===== src/rtl/wbm_req_queue.sv =====
// Wishbone master front-end: queues valid/ready memory requests in a small FIFO and
// runs one single-beat Wishbone cycle per request, returning data/completion/timeout.
module wbm_req_queue #(
    parameter int DEPTH_LOG2 = 2,
    parameter int TIMEOUT    = 255
) (
    input  logic        sys_clock_i,
    input  logic        sys_reset_n_i,
    input  logic        req_valid_i,
    output logic        req_ready_o,
    input  logic [63:0] req_addr_i,
    input  logic [63:0] req_data_i,
    input  logic [7:0]  req_sel_i,
    input  logic        req_we_i,
    output logic        rsp_valid_o,
    input  logic        rsp_ready_i,
    output logic [63:0] rsp_data_o,
    output logic        rsp_we_o,
    output logic        rsp_err_o,
    output logic [63:0] wbm_addr_o,
    output logic [63:0] wbm_data_o,
    input  logic [63:0] wbm_data_i,
    output logic [7:0]  wbm_sel_o,
    output logic        wbm_we_o,
    output logic        wbm_cycle_o,
    output logic        wbm_strobe_o,
    input  logic        wbm_ack_i
);
    localparam int DEPTH = 1 << DEPTH_LOG2;
    localparam logic [DEPTH_LOG2:0] FULL_CNT = (DEPTH_LOG2 + 1)'(DEPTH);
    localparam logic [15:0] TMO_LAST = 16'(TIMEOUT - 1);

    typedef enum logic [1:0] {S_IDLE, S_BUS, S_DRAIN, S_RESP} state_e;

    logic [63:0] fifo_addr_q [DEPTH];
    logic [63:0] fifo_data_q [DEPTH];
    logic [7:0]  fifo_sel_q  [DEPTH];
    logic        fifo_we_q   [DEPTH];

    logic [DEPTH_LOG2-1:0] wr_ptr_q, rd_ptr_q;
    logic [DEPTH_LOG2:0]   count_q, count_d;
    logic                  ready_q;
    logic                  push, pop;

    state_e      state_q, state_d;
    logic [15:0] tmo_q, tmo_d;
    logic        cyc_q, cyc_d, we_q, we_d;
    logic [63:0] addr_q, addr_d, wdata_q, wdata_d;
    logic [7:0]  sel_q, sel_d;
    logic        rsp_valid_q, rsp_valid_d, rsp_we_q, rsp_we_d, rsp_err_q, rsp_err_d;
    logic [63:0] rsp_data_q, rsp_data_d;

    assign push = req_valid_i && ready_q;
    assign pop  = (state_q == S_IDLE) && (count_q != '0);

    always_comb begin
        count_d = count_q;
        case ({push, pop})
            2'b10:   count_d = count_q + 1'b1;
            2'b01:   count_d = count_q - 1'b1;
            default: count_d = count_q;
        endcase
    end

    // Storage needs no reset; only pointers and count define the FIFO contents.
    always_ff @(posedge sys_clock_i) begin
        if (push) begin
            fifo_addr_q[wr_ptr_q] <= req_addr_i;
            fifo_data_q[wr_ptr_q] <= req_data_i;
            fifo_sel_q[wr_ptr_q]  <= req_sel_i;
            fifo_we_q[wr_ptr_q]   <= req_we_i;
        end
    end

    // Ready is registered from the next count so it is low in reset and never
    // reacts combinationally to the pop in the same cycle.
    always_ff @(posedge sys_clock_i or negedge sys_reset_n_i) begin
        if (!sys_reset_n_i) begin
            wr_ptr_q <= '0;
            rd_ptr_q <= '0;
            count_q  <= '0;
            ready_q  <= 1'b0;
        end else begin
            if (push) wr_ptr_q <= wr_ptr_q + 1'b1;
            if (pop)  rd_ptr_q <= rd_ptr_q + 1'b1;
            count_q <= count_d;
            ready_q <= (count_d != FULL_CNT);
        end
    end

    always_comb begin
        state_d     = state_q;
        tmo_d       = tmo_q;
        cyc_d       = cyc_q;
        addr_d      = addr_q;
        wdata_d     = wdata_q;
        sel_d       = sel_q;
        we_d        = we_q;
        rsp_valid_d = rsp_valid_q;
        rsp_data_d  = rsp_data_q;
        rsp_we_d    = rsp_we_q;
        rsp_err_d   = rsp_err_q;
        case (state_q)
            S_IDLE: begin
                tmo_d = '0;
                if (count_q != '0) begin
                    addr_d  = fifo_addr_q[rd_ptr_q];
                    wdata_d = fifo_data_q[rd_ptr_q];
                    sel_d   = fifo_sel_q[rd_ptr_q];
                    we_d    = fifo_we_q[rd_ptr_q];
                    cyc_d   = 1'b1;
                    state_d = S_BUS;
                end
            end
            S_BUS: begin
                if (wbm_ack_i) begin
                    rsp_data_d = we_q ? 64'd0 : wbm_data_i;
                    rsp_we_d   = we_q;
                    rsp_err_d  = 1'b0;
                    cyc_d      = 1'b0;
                    state_d    = S_DRAIN;
                end else if (tmo_q == TMO_LAST) begin
                    rsp_data_d = 64'd0;
                    rsp_we_d   = we_q;
                    rsp_err_d  = 1'b1;
                    cyc_d      = 1'b0;
                    state_d    = S_DRAIN;
                end else begin
                    tmo_d = tmo_q + 16'd1;
                end
            end
            // One dead cycle swallows a possible late re-ack from the registered slave.
            S_DRAIN: begin
                rsp_valid_d = 1'b1;
                state_d     = S_RESP;
            end
            S_RESP: begin
                if (rsp_ready_i) begin
                    rsp_valid_d = 1'b0;
                    state_d     = S_IDLE;
                end
            end
            default: state_d = S_IDLE;
        endcase
    end

    always_ff @(posedge sys_clock_i or negedge sys_reset_n_i) begin
        if (!sys_reset_n_i) begin
            state_q     <= S_IDLE;
            tmo_q       <= '0;
            cyc_q       <= 1'b0;
            addr_q      <= '0;
            wdata_q     <= '0;
            sel_q       <= '0;
            we_q        <= 1'b0;
            rsp_valid_q <= 1'b0;
            rsp_data_q  <= '0;
            rsp_we_q    <= 1'b0;
            rsp_err_q   <= 1'b0;
        end else begin
            state_q     <= state_d;
            tmo_q       <= tmo_d;
            cyc_q       <= cyc_d;
            addr_q      <= addr_d;
            wdata_q     <= wdata_d;
            sel_q       <= sel_d;
            we_q        <= we_d;
            rsp_valid_q <= rsp_valid_d;
            rsp_data_q  <= rsp_data_d;
            rsp_we_q    <= rsp_we_d;
            rsp_err_q   <= rsp_err_d;
        end
    end

    assign req_ready_o  = ready_q;
    assign rsp_valid_o  = rsp_valid_q;
    assign rsp_data_o   = rsp_data_q;
    assign rsp_we_o     = rsp_we_q;
    assign rsp_err_o    = rsp_err_q;
    assign wbm_addr_o   = addr_q;
    assign wbm_data_o   = wdata_q;
    assign wbm_sel_o    = sel_q;
    assign wbm_we_o     = we_q;
    assign wbm_cycle_o  = cyc_q;
    assign wbm_strobe_o = cyc_q;

endmodule


===== config.mk =====
export PLATFORM = sky130hd
export DESIGN_NAME = wbm_req_queue
export DESIGN_NICKNAME = d
export VERILOG_FILES = /design/src/rtl/wbm_req_queue.sv
export SDC_FILE = /design/constraint.sdc
export NUM_CORES = 1
export LEC_CHECK = 0
export CORE_AREA = 5 5 320 243
export CTS_CLUSTER_SIZE = 24
export DETAILED_ROUTE_END_ITERATION = 8
export DIE_AREA = 0 0 325 248
export PLACE_DENSITY_LB_ADDON = 0.12
export RECOVER_POWER = 100
export SLEW_MARGIN = 20
export SYNTH_ARGS = -nofsm -noshare
export SYNTH_HDL_FRONTEND = slang
export SYNTH_SLANG_ARGS = --single-unit

===== constraint.sdc =====
create_clock -name sys_clock_i -period 6.97 [get_ports sys_clock_i]
set_clock_uncertainty 0.1 [all_clocks]
set_input_delay 1.394 -clock sys_clock_i [delete_from_list [all_inputs] [get_ports sys_clock_i]]
set_output_delay 1.394 -clock sys_clock_i [all_outputs]
set_load 0.05 [all_outputs]

==> impl_metrics.json, run 1 <==
{
  "setup_tns_ps": 0,
  "cts_tree": "yes",
  "cpPeakStageDelay_ps": 2340,
  "crit_arrival_ps": 5010,
  "syn_inst": 1710,
  "stdcell_area_mm2": 0.03705,
  "synthesis.area_mm2": 0.02940,
  "slew_headroom_pct": -114.3,
  "worst_slack_ps": 2098,
  "max_cap_viol_count": 8,
  "start_kind": "input pin",
  "area_growth_pct": 26.03,
  "yosysMostFrequentCell": "edfxtp_1",
  "hold_viol_final": 0,
  "syn_nets": 1929,
  "routabilityCongestion": 0.7553,
  "path_cells": "dlygate4sd3_1, and3_1, buf_12",
  "power_density_mw_per_mm2": 469.2,
  "crit_fanout": 82,
  "cp_top_family": "simple AND/OR/NAND/NOR gates",
  "placedCellCount": 3022,
  "p_total_mw": 17.38,
  "finalMaxSlewViolations": 411,
  "dieArea_mm2": 0.08060,
  "slowest_stage": "and3_1",
  "tightest_slew_ps": 3215,
  "violations": "capacitance limit, slew limit",
  "whs_ps": 364.6,
  "vias_per_cell": 5.071,
  "fmax_ghz": 0.2053,
  "yosysSeqAreaShare_pct": 75.64,
  "min_path_type": "flop to flop",
  "nets": 2342,
  "synth_common_cells": "edfxtp_1, nand2_1, dfrtp_1, mux4_2, clkbuf_1",
  "rows": 87,
  "required_ps": 7110,
  "postPlaceCellArea_mm2": 0.03459,
  "first_pass_iters": 5,
  "dp_hpwl_mm": 41.38,
  "layout.cells.non_filler": 3176,
  "synth-seq-cells": 779,
  "synth-main-ff-cell": "edfxtp_1",
  "grt.overflow.total": 0,
  "fp.dieW_um": 325,
  "synth_top_cell_area_share_pct": 55.98,
  "synth_area_leaders": "edfxtp_1, dfrtp_1, mux4_2",
  "clk_path_buf_depth": 3,
  "drive_above_1_share_pct": 12.58,
  "drt_iter0_markers": 1068,
  "grt_pass1_wl_mm": 107.1,
  "insertion_delay_ps": 610,
  "post-place-ws_ps": 3008,
  "fin_util_pct": 49.76,
  "synth_edf_count": 548,
  "setup_violations": 0,
  "path_buf_inv": 2,
  "drc": 0,
  "cts-buffers-inserted": 78,
  "first_global_vias": 16960,
  "yosysTopAreaCell": "edfxtp_1",
  "root_buffer": "clkbuf_16",
  "rsz0062_at_grt": "no",
  "wl_per_cell_um": 21.86,
  "syn_avg_cell_area_um2": 17.19,
  "ys_warn_count": 0,
  "core-area_mm2": 0.07446,
  "vias": 16110,
  "crit_start": "req_valid_i",
  "clk_pin_slew_worst_paths_ps": 60,
  "htree_levels": 3,
  "antenna_found_initial": 34,
  "run_status": "complete, but fails checks",
  "hold_buffers": 0,
  "ys_types": 51,
  "synthArstFlopShare_pct": 29.65,
  "antenna_left": 0,
  "grt_usage_pct": 17.21,
  "cts_resized": 0,
  "post-route-period-util_pct": 69.90,
  "wirelength_mm": 69.41,
  "period_needed_ps": 4872,
  "post-cts-setup-buffer-count": 0,
  "die_h_um": 248,
  "grt_max_degree": 146,
  "ir_drop_mv": 0.3062,
  "r2r-start": "state_q[0]",
  "setup.worst_path.end_class": "flop",
  "port_buffers": 412,
  "initial_core_util_pct": 39.48,
  "io_pins": 413,
  "p_leak_nw": 14.26,
  "clock-sinks": 779,
  "worstSetupPathType": "input pin to flop",
  "holdCritStartpoint": "wbm_addr_o[37]"
}
==> where the power goes <==
part           switching (mW)  total, mW  internal [mW]
Clock                    1.75       4.11           2.35
Sequential              0.602       6.87           6.27
Combinational            4.24       6.41           2.17
Total                    6.59       17.4           10.8
==> final timing paths <==
check                                     end  slack (ps)  cells past startpoint
setup / recovery           fifo_data_q[3][24]        2100                      3
hold / removal                 wbm_addr_o[37]         360                      2
setup reg to reg                  rd_ptr_q[1]        2100                      7
hold reg to reg                wbm_addr_o[37]         360                      2
max in group asynchronous         rd_ptr_q[0]        4560                      2
min in group asynchronous      wbm_addr_o[28]         750                      1
==> tightest hold or removal path: stages (launching register included) <==
cell and delay [ps]:
dfrtp_1 340, nand2_1 50, nand2_1 50
==> layout by cell type, fill, tap and decap left out, drive strengths merged, types with 2 or more instances in the layout <==
cell           netlist  layout
nand2b               2       2
and3                 7       7
a21o                64      64
diode                0      11
o211ai               6       6
mux2                 3       3
a21oi                3       3
a31oi                5       5
clkbuf              65     113
o221ai               4       4
clkdlybuf4s50        0      64
dlygate4sd3          0     347
nor3                 3       3
inv                 23      28
or3                  3       3
and4                 2       2
nor4                 2       2
mux4               137     137
clkinvlp             0       3
dfrtp              231     231
nand2              426     426
xor2                 2       2
clkinv               1      24
or4                  6       6
mux2i                4       4
o21ai                4       4
nor4b               64      64
nor2                12      12
edfxtp             548     548
xnor2                4       4
nand4                9       9
nand3                8       8
o311ai               3       3
buf                 32      14
bufinv               0       4
ha                  12      12
==> layout make-up <==
cell class              count  area [um2]
diodes                     11       27.53
clock buffers             108        2177
clock inverters            35       334.1
fillers                  6292       37410
inverters                  24       95.09
multi-input cells         810        6635
flip-flops and latches    779       22250
well taps                 979        1225
repair buffers            430        4310
==> kinds of logic (layout without fill, tap and decap cells) <==
family / Yosys count / count (layout) / share of synthesized area (%)
flops: 779 / 779 / 75.64
simple gates: 548 / 548 / 8.533
mux: 144 / 144 / 10.75
buf+inv: 121 / 597 / 1.741
compound gates: 99 / 99 / 2.583
fa+ha+maj: 13 / 13 / 0.5788
xor+xnor: 6 / 6 / 0.1788
other cells: 0 / 11 / 0
==> routing by layer <==
| layer | share of wire (%) | GRT usage, % | vias up |
|---|---|---|---|
| met3 | 6.3 | 4.488 | 131 |
| met5 | 0.17 | 0 | - |
| met1 | 42 | 23.06 | 8248 |
| met2 | 49 | 28.58 | 421 |
| li1 | - | - | 7286 |
| met4 | 2.1 | 4.111 | 20 |
==> sequential cells by signal (all words and copies together), names as in the netlist, 2 cells and up <==
signal,count
count_q,3
fifo_addr_q,256
fifo_data_q,256
fifo_sel_q,32
fifo_we_q,4
rd_ptr_q,2
rsp_data_o,64
state_q,2
tmo_q,16
wbm_addr_o,64
wbm_data_o,64
wbm_sel_o,8
wr_ptr_q,2
(Power assumes the default switching activity.)
==> run 2, diff against run 1 <==
clock period = 3.9 ns   (was 6.97 ns; I/O delays follow)
==> impl_metrics.json, run 2 (synthesis results as in run 1) <==
{
  "run_status": "complete, but fails checks",
  "violations": "capacitance limit, slew limit",
  "rsz0062_at_grt": "no",
  "hold_buffers": 0,
  "finalMaxSlewViolations": 260,
  "multi_input_area_mm2": 0.006644,
  "path_buf_inv": 2,
  "grt_max_degree": 140,
  "setup.worst_path.end_class": "flop",
  "die_h_um": 248,
  "root_buffer": "clkbuf_16",
  "first_global_vias": 17180,
  "first_pass_iters": 5,
  "port_buffers": 412,
  "hold_viol_final": 0,
  "clock-sinks": 779,
  "cts_tree": "yes",
  "worst_slack_ps": 504.2,
  "antenna_left": 0,
  "grt.overflow.total": 0,
  "worstSetupPathType": "input pin to flop",
  "r2r-start": "tmo_q[0]",
  "clk_pin_slew_worst_paths_ps": 60,
  "tightest_slew_ps": 2147,
  "post-cts-setup-buffer-count": 0,
  "largestRegisters": "fifo_addr_q: 256 flops, fifo_data_q: 256 flops",
  "min_path_type": "input pin to async pin",
  "antenna_found_initial": 36,
  "drt_iter0_markers": 862,
  "required_ps": 4030,
  "crit_arrival_ps": 3530,
  "slowest_stage": "and3_1",
  "layout_common_cells": "edfxtp_1, nand2_1, dlygate4sd3_1, dfrtp_1, mux4_2",
  "fill_cells": 6246,
  "period_needed_ps": 3396,
  "path_cells": "dlygate4sd3_1, and3_1, clkbuf_1",
  "setup_tns_ps": 0,
  "post-route-period-util_pct": 87.07,
  "max_cap_viol_count": 5,
  "initial_core_util_pct": 39.48,
  "cpPeakStageDelay_ps": 1310,
  "start_kind": "input pin",
  "r2r_end": "rsp_data_o[55]",
  "vias": 16200,
  "slew_headroom_pct": -43.13,
  "routabilityCongestion": 0.7675,
  "insertion_delay_ps": 620,
  "rows": 87,
  "reg2reg_depth": 7,
  "cts_resized": 0,
  "power_density_mw_per_mm2": 844.0,
  "setup_violations": 0,
  "drive_above_1_share_pct": 13.52,
  "reg2reg_slack_ps": 560,
  "stdcell_area_mm2": 0.03751,
  "dp_hpwl_mm": 43.41,
  "layout_commonest_cell": "edfxtp_1",
  "htree_levels": 3,
  "cts-buffers-inserted": 79,
  "postPlaceCellArea_mm2": 0.03488,
  "grt_usage_pct": 17.25,
  "io_pins": 413,
  "vias_per_cell": 5.056,
  "wirelength_mm": 69.77,
  "nets": 2365,
  "crit_fanout": 26,
  "grt_pass1_wl_mm": 107.2,
  "p_leak_nw": 14.46,
  "fmax_ghz": 0.2945,
  "area_growth_pct": 27.60,
  "fp.dieW_um": 325,
  "core-area_mm2": 0.07446,
  "post-place-ws_ps": 842.3,
  "clk_path_buf_depth": 3,
  "wl_per_cell_um": 21.77,
  "drc": 0,
  "regArea_mm2": 0.02225,
  "ir_drop_mv": 0.7327,
  "cp_top_family": "buffers and inverters",
  "dieArea_mm2": 0.08060
}
[run 2: changes by cell type in the layout (fill, tap and decap cells not counted), moves of 2 or more]
cell             before  now
bufinv_16             4   10
clkbuf_16            80   83
clkinvlp_4            3    5
clkbuf_1             24   31
clkbuf_4              0    3
clkinv_1             10    4
clkbuf_2              2    4
buf_12                5   13
diode_2              11   14
inv_16                2    0
clkdlybuf4s50_1      64   66
dlygate4sd3_1       347  345
buf_4                 8   11
[run 2: final cells by class]
type	instances	share of cell area [%]
tap	979	3.265
clock buffer	113	6.051
inverter	24	0.2435
clock inverter	34	1.211
antenna	14	0.09339
timing repair buffer	452	12.12
sequential	779	59.30
multi-input combinational	810	17.71
[run 2: per-stage QoR]
stage                     hold WS (ps)  utilization [%]  power [mW]  cells
final                            123.1            50.38       31.66   3205
after detailed placement         362.1            46.85       24.72   3044
after global routing             173.3            50.35       33.38   3196
after floorplan                  358.7                -       20.26   1710
after global placement           357.1            46.85       24.55   3044
after CTS                        135.5            50.51       32.69   3191
[run 2: report_power, final]
part	total [mW]	leakage, nW	switching, mW	internal [mW]
clock network	7.86	1.32	3.12	4.74
logic	11.7	5.22	7.68	3.98
registers	12.1	7.92	0.982	11.2
[run 2: per-layer routing]
metal  GRT usage (%)  wire [um]  vias to the layer above
li1                -          -                     7354
met1           22.89      29720                     8294
met2           28.76      34220                      403
met3           4.711       4230                      131
met4           4.073       1448                       22
met5               0        149                        -
[run 2: worst max path at each step]
| stage | startpoint | to | slack, ps | cells after the start |
|---|---|---|---|---|
| after global placement | tmo_q[0] | rsp_data_o[46] | 940 | 7 |
| after floorplan | req_valid_i | fifo_addr_q[0][0] | 880 | 1 |
| final | req_valid_i | fifo_addr_q[3][50] | 500 | 3 |
| after global routing | req_valid_i | fifo_addr_q[2][45] | 310 | 3 |
| after CTS | tmo_q[0] | rsp_data_o[55] | 820 | 7 |
| after detailed placement | tmo_q[0] | rsp_data_o[55] | 840 | 7 |
[run 2: worst reg2reg max path: stages (launching register included)]
cell and delay, ps:
dfrtp_1 420, inv_1 110, ha_1 160, or4b_1 510
o41ai_4 640, nand2_1 540, buf_4 490, a21o_1 270
